$ cat config.mk
export PLATFORM = sky130hd
export DESIGN_NAME = uart_word_rx
export DESIGN_NICKNAME = d
export VERILOG_FILES = /design/src/rtl/uart_word_rx.sv
export SDC_FILE = /design/constraint.sdc
export NUM_CORES = 1
export LEC_CHECK = 0
export ABC_AREA = 1
export CAP_MARGIN = 10
export CORE_ASPECT_RATIO = 1.1
export CORE_UTILIZATION = 50
export DETAILED_ROUTE_END_ITERATION = 6
export GPL_ROUTABILITY_DRIVEN = 0
export PLACE_DENSITY_LB_ADDON = 0.3
export SLEW_MARGIN = 20
export SYNTH_ARGS = -nofsm -noshare
export SYNTH_HDL_FRONTEND = slang
export SYNTH_SLANG_ARGS = --single-unit
export TNS_END_PERCENT = 10
$ cat constraint.sdc
create_clock -name clk -period 2.94 [get_ports clk]
set_clock_uncertainty 0.2 [all_clocks]
set_input_delay 0.588 -clock clk [delete_from_list [all_inputs] [get_ports clk]]
set_output_delay 0.588 -clock clk [all_outputs]
set_load 0.05 [all_outputs]
$ cat src/rtl/uart_word_rx.sv
`timescale 1ns/1ps
`default_nettype none
// ============================================================================
//  Module      : uart_word_rx
//  Description : 8N1 UART receiver that packs BIT_WIDTH/8 consecutive bytes
//                (first byte in the low lane) into one word with a strobe.
//  Revision    : 1.0 - initial release
// ============================================================================
module uart_word_rx #(
  parameter int CLKS_PER_BIT = 16,
  parameter int BIT_WIDTH    = 32,
  parameter int TIMEOUT_BITS = 20
) (
  input  logic                 clk,
  input  logic                 rst,
  input  logic                 rx_serial,
  output logic [BIT_WIDTH-1:0] UART_DATA,
  output logic                 W_UART,
  output logic                 frame_err,
  output logic                 busy
);

  localparam int NBYTES   = BIT_WIDTH / 8;
  localparam int IW       = (NBYTES > 1) ? $clog2(NBYTES) : 1;
  localparam int CW       = $clog2(CLKS_PER_BIT);
  localparam int HALF     = CLKS_PER_BIT / 2;
  localparam int TO_LIMIT = TIMEOUT_BITS * CLKS_PER_BIT;
  localparam int TW       = $clog2(TO_LIMIT + 1);

  typedef enum logic [1:0] {
    S_IDLE  = 2'd0,
    S_START = 2'd1,
    S_DATA  = 2'd2,
    S_STOP  = 2'd3
  } state_t;

  state_t               state_q;
  logic                 sync1_q;
  logic                 rxs_q;
  logic [CW-1:0]        cnt_q;
  logic [2:0]           bit_idx_q;
  logic [IW-1:0]        byte_idx_q;
  logic [TW-1:0]        to_cnt_q;
  logic [7:0]           shift_q;
  logic [BIT_WIDTH-1:0] asm_q;
  logic [BIT_WIDTH-1:0] asm_d;
  logic                 last_byte;

  // Two-flop synchronizer; resets to the idle (high) line level
  always_ff @(posedge clk) begin
    if (rst) begin
      sync1_q <= 1'b1;
      rxs_q   <= 1'b1;
    end else begin
      sync1_q <= rx_serial;
      rxs_q   <= sync1_q;
    end
  end

  // Assembly register with the current byte dropped into lane byte_idx_q
  always_comb begin
    asm_d = asm_q;
    for (int b = 0; b < NBYTES; b++) begin
      if (byte_idx_q == IW'(b)) asm_d[8*b +: 8] = shift_q;
    end
  end

  assign last_byte = (byte_idx_q == IW'(NBYTES - 1));
  assign busy      = (state_q != S_IDLE);

  // Receive FSM: frame timing, byte assembly, word strobe and idle timeout
  always_ff @(posedge clk) begin
    if (rst) begin
      state_q    <= S_IDLE;
      cnt_q      <= '0;
      bit_idx_q  <= '0;
      byte_idx_q <= '0;
      to_cnt_q   <= '0;
      shift_q    <= '0;
      asm_q      <= '0;
      UART_DATA  <= '0;
      W_UART     <= 1'b0;
      frame_err  <= 1'b0;
    end else begin
      W_UART    <= 1'b0;
      frame_err <= 1'b0;
      case (state_q)
        S_IDLE: begin
          cnt_q     <= '0;
          bit_idx_q <= '0;
          if (!rxs_q) begin
            state_q  <= S_START;
            to_cnt_q <= '0;
          end else if (byte_idx_q != '0) begin
            // A partial word left idle too long is dropped without notice
            if (to_cnt_q == TW'(TO_LIMIT - 1)) begin
              byte_idx_q <= '0;
              to_cnt_q   <= '0;
            end else begin
              to_cnt_q <= to_cnt_q + 1'b1;
            end
          end else begin
            to_cnt_q <= '0;
          end
        end
        S_START: begin
          // Mid-start-bit check rejects short glitches on the line
          if (cnt_q == CW'(HALF - 1)) begin
            cnt_q   <= '0;
            state_q <= rxs_q ? S_IDLE : S_DATA;
          end else begin
            cnt_q <= cnt_q + 1'b1;
          end
        end
        S_DATA: begin
          if (cnt_q == CW'(CLKS_PER_BIT - 1)) begin
            cnt_q              <= '0;
            shift_q[bit_idx_q] <= rxs_q;
            if (bit_idx_q == 3'd7) begin
              bit_idx_q <= '0;
              state_q   <= S_STOP;
            end else begin
              bit_idx_q <= bit_idx_q + 1'b1;
            end
          end else begin
            cnt_q <= cnt_q + 1'b1;
          end
        end
        S_STOP: begin
          if (cnt_q == CW'(CLKS_PER_BIT - 1)) begin
            cnt_q   <= '0;
            state_q <= S_IDLE;
            if (rxs_q) begin
              asm_q <= asm_d;
              if (last_byte) begin
                UART_DATA  <= asm_d;
                W_UART     <= 1'b1;
                byte_idx_q <= '0;
              end else begin
                byte_idx_q <= byte_idx_q + 1'b1;
              end
            end else begin
              // Bad stop bit: drop the byte and restart word alignment
              frame_err  <= 1'b1;
              byte_idx_q <= '0;
            end
          end else begin
            cnt_q <= cnt_q + 1'b1;
          end
        end
        default: state_q <= S_IDLE;
      endcase
    end
  end

endmodule
`default_nettype wire

Word level (Yosys, flattened, before mapping)

Index checks and enable logic that the tools add are counted.

Bitwise operators: 3
Reductions and logical operators: 16
Equality and inequality tests: 18
$lt $le $gt $ge: 2
Multiplexer cells: 32
$add $sub $neg: 4

Operators with widths:

| operator                                            | count |
|---|---|
| 2-to-1 mux 8 bit                                    | 4 |
| 2-to-1 mux 9 bit                                    | 3 |
| 2-to-1 mux 2 bit                                    | 12 |
| inequality test 2 bit (second input constant)       | 8 |
| one-hot mux 4 bit (3 select lines)                  | 1 |
| AND reduction 5 bit                                 | 2 |
| adder 9 x 1 -> 9 bit (second input constant)        | 1 |
| == test 9 bit (second input constant)               | 1 |
| bitwise mux 8 bit                                   | 1 |
| == test 2 bit (second input constant)               | 4 |
| 2-to-1 mux 4 bit                                    | 2 |
| one-hot mux 2 bit (4 select lines)                  | 1 |
| nonzero test 2 bit                                  | 4 |
| 2-to-1 mux 3 bit                                    | 2 |
| one-hot mux 3 bit (2 select lines)                  | 1 |
| adder 4 x 1 -> 4 bit (second input constant)        | 1 |
| == test 2 x 1 -> 1 bit (second input constant)      | 2 |
| == test 4 x 3 -> 1 bit (second input constant)      | 1 |
| == test 4 bit (second input constant)               | 1 |
| zero test 2 bit                                     | 2 |
| < comparator 3 x 4 -> 1 bit (second input constant) | 1 |
| one-hot mux 2 bit (2 select lines)                  | 1 |
| AND reduction 2 bit                                 | 2 |
| AND reduction 4 bit                                 | 1 |
| other kinds (12)                                    | 16 |

Output and inout port bits: 35
Logic and storage cells: 87
Register bits: 96
Bits of input ports: 3

Longest topological paths before layout

Gate-level depths: netlist (run 1).

Depth in word-level cells: 5
Mapped depth: 10
Depth with buffers taken out: 9

Worst setup path before layout (run 1)

No wires, ideal clock.

Kind: reg2out
Start: reg with a tool-made name
End: out busy
Path buffers: 1
Slack: 1.305 ns
Cell stages (with the launch flop): 4
Required time: 2.152 ns
Arrival time: 0.847 ns
Cells stage by stage: dfxtp_1 > buf_6 > nor2_2 > inv_2

RTL lines:

| element   | line | RTL |
|---|---|---|
| to (decl) | 20   | `output logic busy` |

==> results.md, run 1 <==
* I/O Buffers at 37
* Setup repair bufs after CTS at 0
* Final setup viols at 0
* Net count, final at around 540
* Syn Nets at 516
* Synth warn at 0
* Core footprint at 0.00743 mm^2
* Drt first pass iters at 4
* Synth Register Bits at 90
* Post-Synth Adder-Cell Area at between 2 and 3%
* Seq/Total Area, Yosys at between 40% and 50%
* Vias at 3242
* TritonCTS clock tree: done
* Yosys cell types at 28
* Initial antenna violation count at 0
* Worst EP required at 2.15 ns
* Placed Cells at approximately 600
* Worst-case clock buffer depth at 2
* Initial core utilization at about half
* RSZ-0062 raised after global routing: no
* Post-synth EDFFs at 0
* CP Max Fanout at 8
* Worst Tran Pin Value at 0.616 ns
* I/O pins at 38
* Max Slew Vio Count at 0
* Dominant cells by area after synthesis: dfxtp_1 (47%), nand2_1 (15%), a21oi_1 (8.4%)
* P per Cell Area at roughly 500 mW/mm^2
* Dominant synthesized flop cell: dfxtp_1
* Synthesized-area fraction occupied by xor and xnor cells at 1.15%
* Post-synthesis mux area share at 4.72%
* Share of cells above drive strength 1 at under 10%
* Routed wire per std cell at 12.9 um
* Die area at 0.00799 mm^2
* Drt drc at 0
* Leak Pwr at 0.00159 uW
* Row count at 33
* Count leader, synth: nand2_1
* Crit path largest cell delay at 0.72 ns
* CP Launch Type: flip-flop
* Hold_buf cts at 0
* Final std cells w/o fill at approximately 620
* Max_slew headroom at around three fifths
* Post-DP HPWL at roughly 5.3 mm
* Via density at 5.20
* Run status: finished clean
* Initial DRC count at roughly 130
* Syn_area_per_cell at 7.56 um^2
* Post-cts gate resize count at 0
* Gr ovfl total at 0
* Crit path DAT at 1.93 ns
* Tcrit/Tclk final at 92.3%
* Worst-path clk slew at about 0.09 ns
* Top cell type's share of synthesized area at 47.2%
* Worst path cell trace: nor2_2 > inv_2 > clkdlybuf4s50_1
* Root Driver: clkbuf_8
* Area delta synth->final at 15.8%
* Post-synth top cells: nand2_1 (154), dfxtp_1 (90), a21oi_1 (64), inv_1 (40), nor2_1 (32)
* Async SR Flop Fraction at 0%
* Crit end category: output port
* Finished Core Util at 59.5%
* Largest net degree at the start of global routing at 62
* Largest area contributor in the netlist: dfxtp_1
* CP delay by family, top: buffers and inverters
* Mapped Area at 0.00382 mm^2
* CP bufs+invs at 2
* Clk Latency, worst-skew pair at ~0.36 ns
* CTS buffer count at 9
* Htree depth at 3
* Main combinational cell family by area after synthesis: simple AND/OR/NAND/NOR gates
* Maximum vdd drop at 283 uV
* Horiz. Die Dim at roughly 85 um
* Die height at 93.6 um
* Crit path kind: flip-flop to output port
* Antenna Cells at 0
* Tot GR Track Use at between 20% and 30%
* CTS sink count at 90
* Setup TNS at 0 ns
* Peak Freq at between 300 and 400 MHz
* First-pass GRT wire length at 13.9 mm
* Post-Synth Simple-Gate Area at 24.0%
* Mapped Cells at ~500
* WL final at 8.01 mm
* Final Critical Period at about 2.7 ns
* Crit-path slowest cell: clkdlybuf4s50_1
* Routed Antenna Nets at 0
* Post-synthesis compound-gate area fraction at about 13%
* HP Class: flip-flop to flip-flop
* Total of max-cap violations at 0
* Vias in the first global route at roughly 3100
* Final hold vios at 0
[state kept, by name, indices dropped and copies added, names as in the netlist, named ones only]
register	cells
bit_idx_q	3
W_UART	1
byte_idx_q	2
shift_q	8
to_cnt_q	9
rxs_q	1
state_q	1
sync1_q	1
cnt_q	4
frame_err	1
asm_q	26
UART_DATA	32
[layout by cell type, fill, tap and decap left out, drive strengths merged]
master,synthesis,layout
a21oi,65,65
a32o,1,1
buf,15,5
bufinv,0,2
clkbuf,11,9
clkdlybuf4s50,0,36
clkinv,1,1
clkinvlp,0,3
dfxtp,90,90
ha,8,8
inv,42,44
mux2,16,16
nand2,156,156
nand3,20,20
nand4,4,4
nor2,37,37
nor3,4,4
nor3b,1,1
o21ai,27,27
or2,2,2
xnor2,1,1
xor2,4,4
[worst paths after layout]
check / end / depth (start not counted) / slack [ns] / from
min: rxs_q$_SDFF_PP1_ / 1 / 0.22 / sync1_q$_SDFF_PP1_
max reg2reg: UART_DATA[25]$_SDFFE_PP0P_ / 8 / 0.74 / rxs_q$_SDFF_PP1_
max: busy / 3 / 0.23 / flip-flop
min reg2reg: rxs_q$_SDFF_PP1_ / 1 / 0.22 / sync1_q$_SDFF_PP1_
[report_power, final]
part	internal [uW]	total, uW	switching (uW)
Clock	484	937	453
Sequential	1220	1220	3.88
Combinational	11.4	44.1	32.7
[layout make-up]
class	count	area, um^2
fill	692	3010
sequential	90	1800
multi-input combinational	346	1720
timing repair buffer	41	395
inverter	43	166
clock buffer	9	124
tap	87	109
clock inverter	7	100
[metal layers]
metal / vias to the layer above / GRT usage [%] / share of wire (%)
met5: - / 0 / 0
met4: 0 / 12.5 / 2.3
met3: 14 / 3.62 / 3.0
met2: 53 / 39.4 / 49
met1: 1503 / 25.0 / 46
li1: 1672 / - / -
[per-stage QoR]
| stage | instance area [um^2] | setup WS [ns] | hold WS (ns) | total power, uW |
|---|---|---|---|---|
| after floorplan | 3820 | 1.31 | 0.189 | 1290 |
| after global placement | 4200 | 0.690 | 0.197 | 1300 |
| after detailed placement | 4200 | 0.649 | 0.197 | 1300 |
| after CTS | 4420 | 0.236 | 0.221 | 2220 |
| after global routing | 4420 | 0.164 | 0.255 | 2280 |
| final | 4420 | 0.225 | 0.222 | 2210 |
[worst register-to-register path: cells and delay by family (launching register included)]
kind,cells,cell delay (ns)
buf+inv,3,0.53
simple gates,4,0.68
flops,1,0.56
compound gates,1,0.17
[kinds of logic after synthesis]
family                   count (synthesis)
buffers and inverters                   69
XOR/XNOR                                 5
AO/OA/AOI/OAI                           93
multiplexers                            16
adder cells (fa/ha/maj)                  8
AND/OR/NAND/NOR                        224
flip-flops                              90
Note: power is estimated with default switching activity, not from simulation.
==> inputs of run 2 (changes only) <==
- CORE_ASPECT_RATIO: 1.1 -> 0.5
- GPL_TIMING_DRIVEN: not set -> 0
==> run 2 against run 1 <==
Via count rose by 1.7%. Highest routed layer unchanged. Global-route usage rose by 0.71 points. Combinational power rose by 13%. Sequential share of layout area fell by 1.9 points. Sequential power barely moved. The flow now finishes with violations (DRC).
==> results.md, run 2 (synthesis results as in run 1) <==
* Htree depth at 3
* Antenna Cells at 0
* I/O Buffers at 36
* First-pass GRT wire length at between 10 and 15 mm
* Area delta synth->final at 21.3%
* Seq pwr share at 48.1%
* CTS sink count at 90
* Largest net degree at the start of global routing at 17
* Max Slew Vio Count at 0
* RSZ-0062 raised after global routing: no
* Pwr Total at 2550 uW
* TritonCTS clock tree: done
* Initial core utilization at 51.9%
* WL final at 8.39 mm
* Sw Share at between 20% and 30%
* Final setup viols at 0
* Routed Antenna Nets at 0
* Worst EP required at 2.15 ns
* Crit end category: output port
* Failing checks: DRC
* Worst Tran Pin Value at between 0.5 and 0.6 ns
* Via density at ~5.0
* Tcrit/Tclk final at 91.3%
* Leading cell type in the layout, fill and taps excluded: nand2_1
* Total of max-cap violations at 0
* Tot GR Track Use at between 20% and 30%
* Maximum vdd drop at around 370 uV
* Placed Cells at 637
* GRT Max-Usage Layer: met2
* Peak Freq at 373 MHz
* GR Util met2 at about a third
* Die area at 0.00801 mm^2
* Final std cells w/o fill at about 650
* Setup repair bufs after CTS at 0
* Fill cells at 657
* Routed wire per std cell at 12.9 um
* Hold path depth at 1
* Clk Latency, worst-skew pair at 0.35 ns
* Drt drc at 2
* Net count, final at 563
* Worst-path clk slew at 0.06 ns
* Gr ovfl total at 0
* Psw at 536 uW
* P_int at 2010 uW
* Setup TNS at 0 ns
* Final hold vios at 0
* Hold_buf cts at 0
* Largest registers: UART_DATA: 32 flops, asm_q: 26 flops, to_cnt_q: 9 flops
* CP Launch Type: flip-flop
* Vias in the first global route at 2907
* R2r worst-path depth at 9
* Vias at 3297
* Post-cts gate resize count at 0
* Drt first pass iters at 6
* Initial antenna violation count at 0
* GR Util met3 at 6.03%
* Leak Pwr at about 0.0017 uW
* Row count at 22
* Worst-case clock buffer depth at 2
* Crit path DAT at 1.90 ns
* Core footprint at about 0.0073 mm^2
* Met1 usage at 31.2%
* Crit path kind: flip-flop to output port
* Gate power share at roughly 2.0%
* Max_slew headroom at about 64%
* I/O pins at 38
* CP Max Fanout at 8
* Share of cells above drive strength 1 at a little over a tenth
* Root Driver: clkbuf_16
* Clk pwr share at roughly half
* Post-DP HPWL at between 5 and 6 mm
* Horiz. Die Dim at 126 um
* CTS buffer count at 9
* Die height at between 60 and 70 um
* P per Cell Area at 550 mW/mm^2
* Top reg by flops: UART_DATA
* Commonest non-fill, non-tap cells in the layout: nand2_1 (154), dfxtp_1 (90), a21oi_1 (64)
* HP Class: flip-flop to flip-flop
* Initial DRC count at 248
* Run status: finished, violations left
* Final Critical Period at 2.68 ns
* Max reg flops at 32
run 2: cell count changes in the layout (fill, tap and decap cells not counted), moves of 2 or more:
cell        previous run  this run
clkinv_4               1         3
clkbuf_1               0        11
buf_2                  1         8
clkbuf_8               9         1
buf_1                  0         3
clkbuf_16              0         9
clkinvlp_4             3         0
run 2: layout make-up:
class | instances | area [um^2] | share of cell area (%)
clock buffers | 10 | 239 | 5.16
well taps | 96 | 120 | 2.59
inverters | 43 | 166 | 3.59
clock inverters | 6 | 95.1 | 2.05
repair buffers | 36 | 360 | 7.78
flip-flops and latches | 90 | 1800 | 38.9
plain buffers | 26 | 126 | 2.73
multi-input cells | 346 | 1720 | 37.2
run 2: power groups by stage:
stage / Sequential, uW / Combinational [uW] / Clock (uW)
final: 1220 / 49.7 / 1270
after global routing: 1220 / 56.0 / 1350
after CTS: 1220 / 49.5 / 1290
after detailed placement: 1250 / 49.3 / 0
after global placement: 1250 / 49.0 / 0
after floorplan: 1250 / 34.5 / 0
run 2: stage by stage:
stage	hold WS, ns	utilization [%]	setup slack [ns]	area [um^2]
2_1_floorplan	0.189	-	1.31	3820
3_3_place_gp	0.197	58.5	0.634	4300
3_5_place_dp	0.199	58.5	0.623	4300
4_1_cts	0.214	63.0	0.246	4630
5_1_grt	0.241	63.0	0.177	4630
6_report	0.212	63.0	0.256	4630
run 2: worst paths after layout:
kind / startpoint / endpoint / slack (ns)
max: flip-flop / busy / 0.26
min reg2reg: sync1_q$_SDFF_PP1_ / rxs_q$_SDFF_PP1_ / 0.21
min: sync1_q$_SDFF_PP1_ / rxs_q$_SDFF_PP1_ / 0.21
max reg2reg: cnt_q[0]$_SDFF_PP0_ / UART_DATA[7]$_SDFFE_PP0P_ / 1.03
run 2: layer usage:
layer  up-vias  wire length (um)
met5         -                 0
met2        76              3590
li1       1705                 -
met4         0               127
met3        10               523
met1      1506              4160
run 2: critical path, cell delays in order, from the launching register on:
cell	delay [ns]
dfxtp_1	0.31
buf_6	0.12
nor2_2	0.30
inv_2	0.11
clkdlybuf4s50_1	0.71
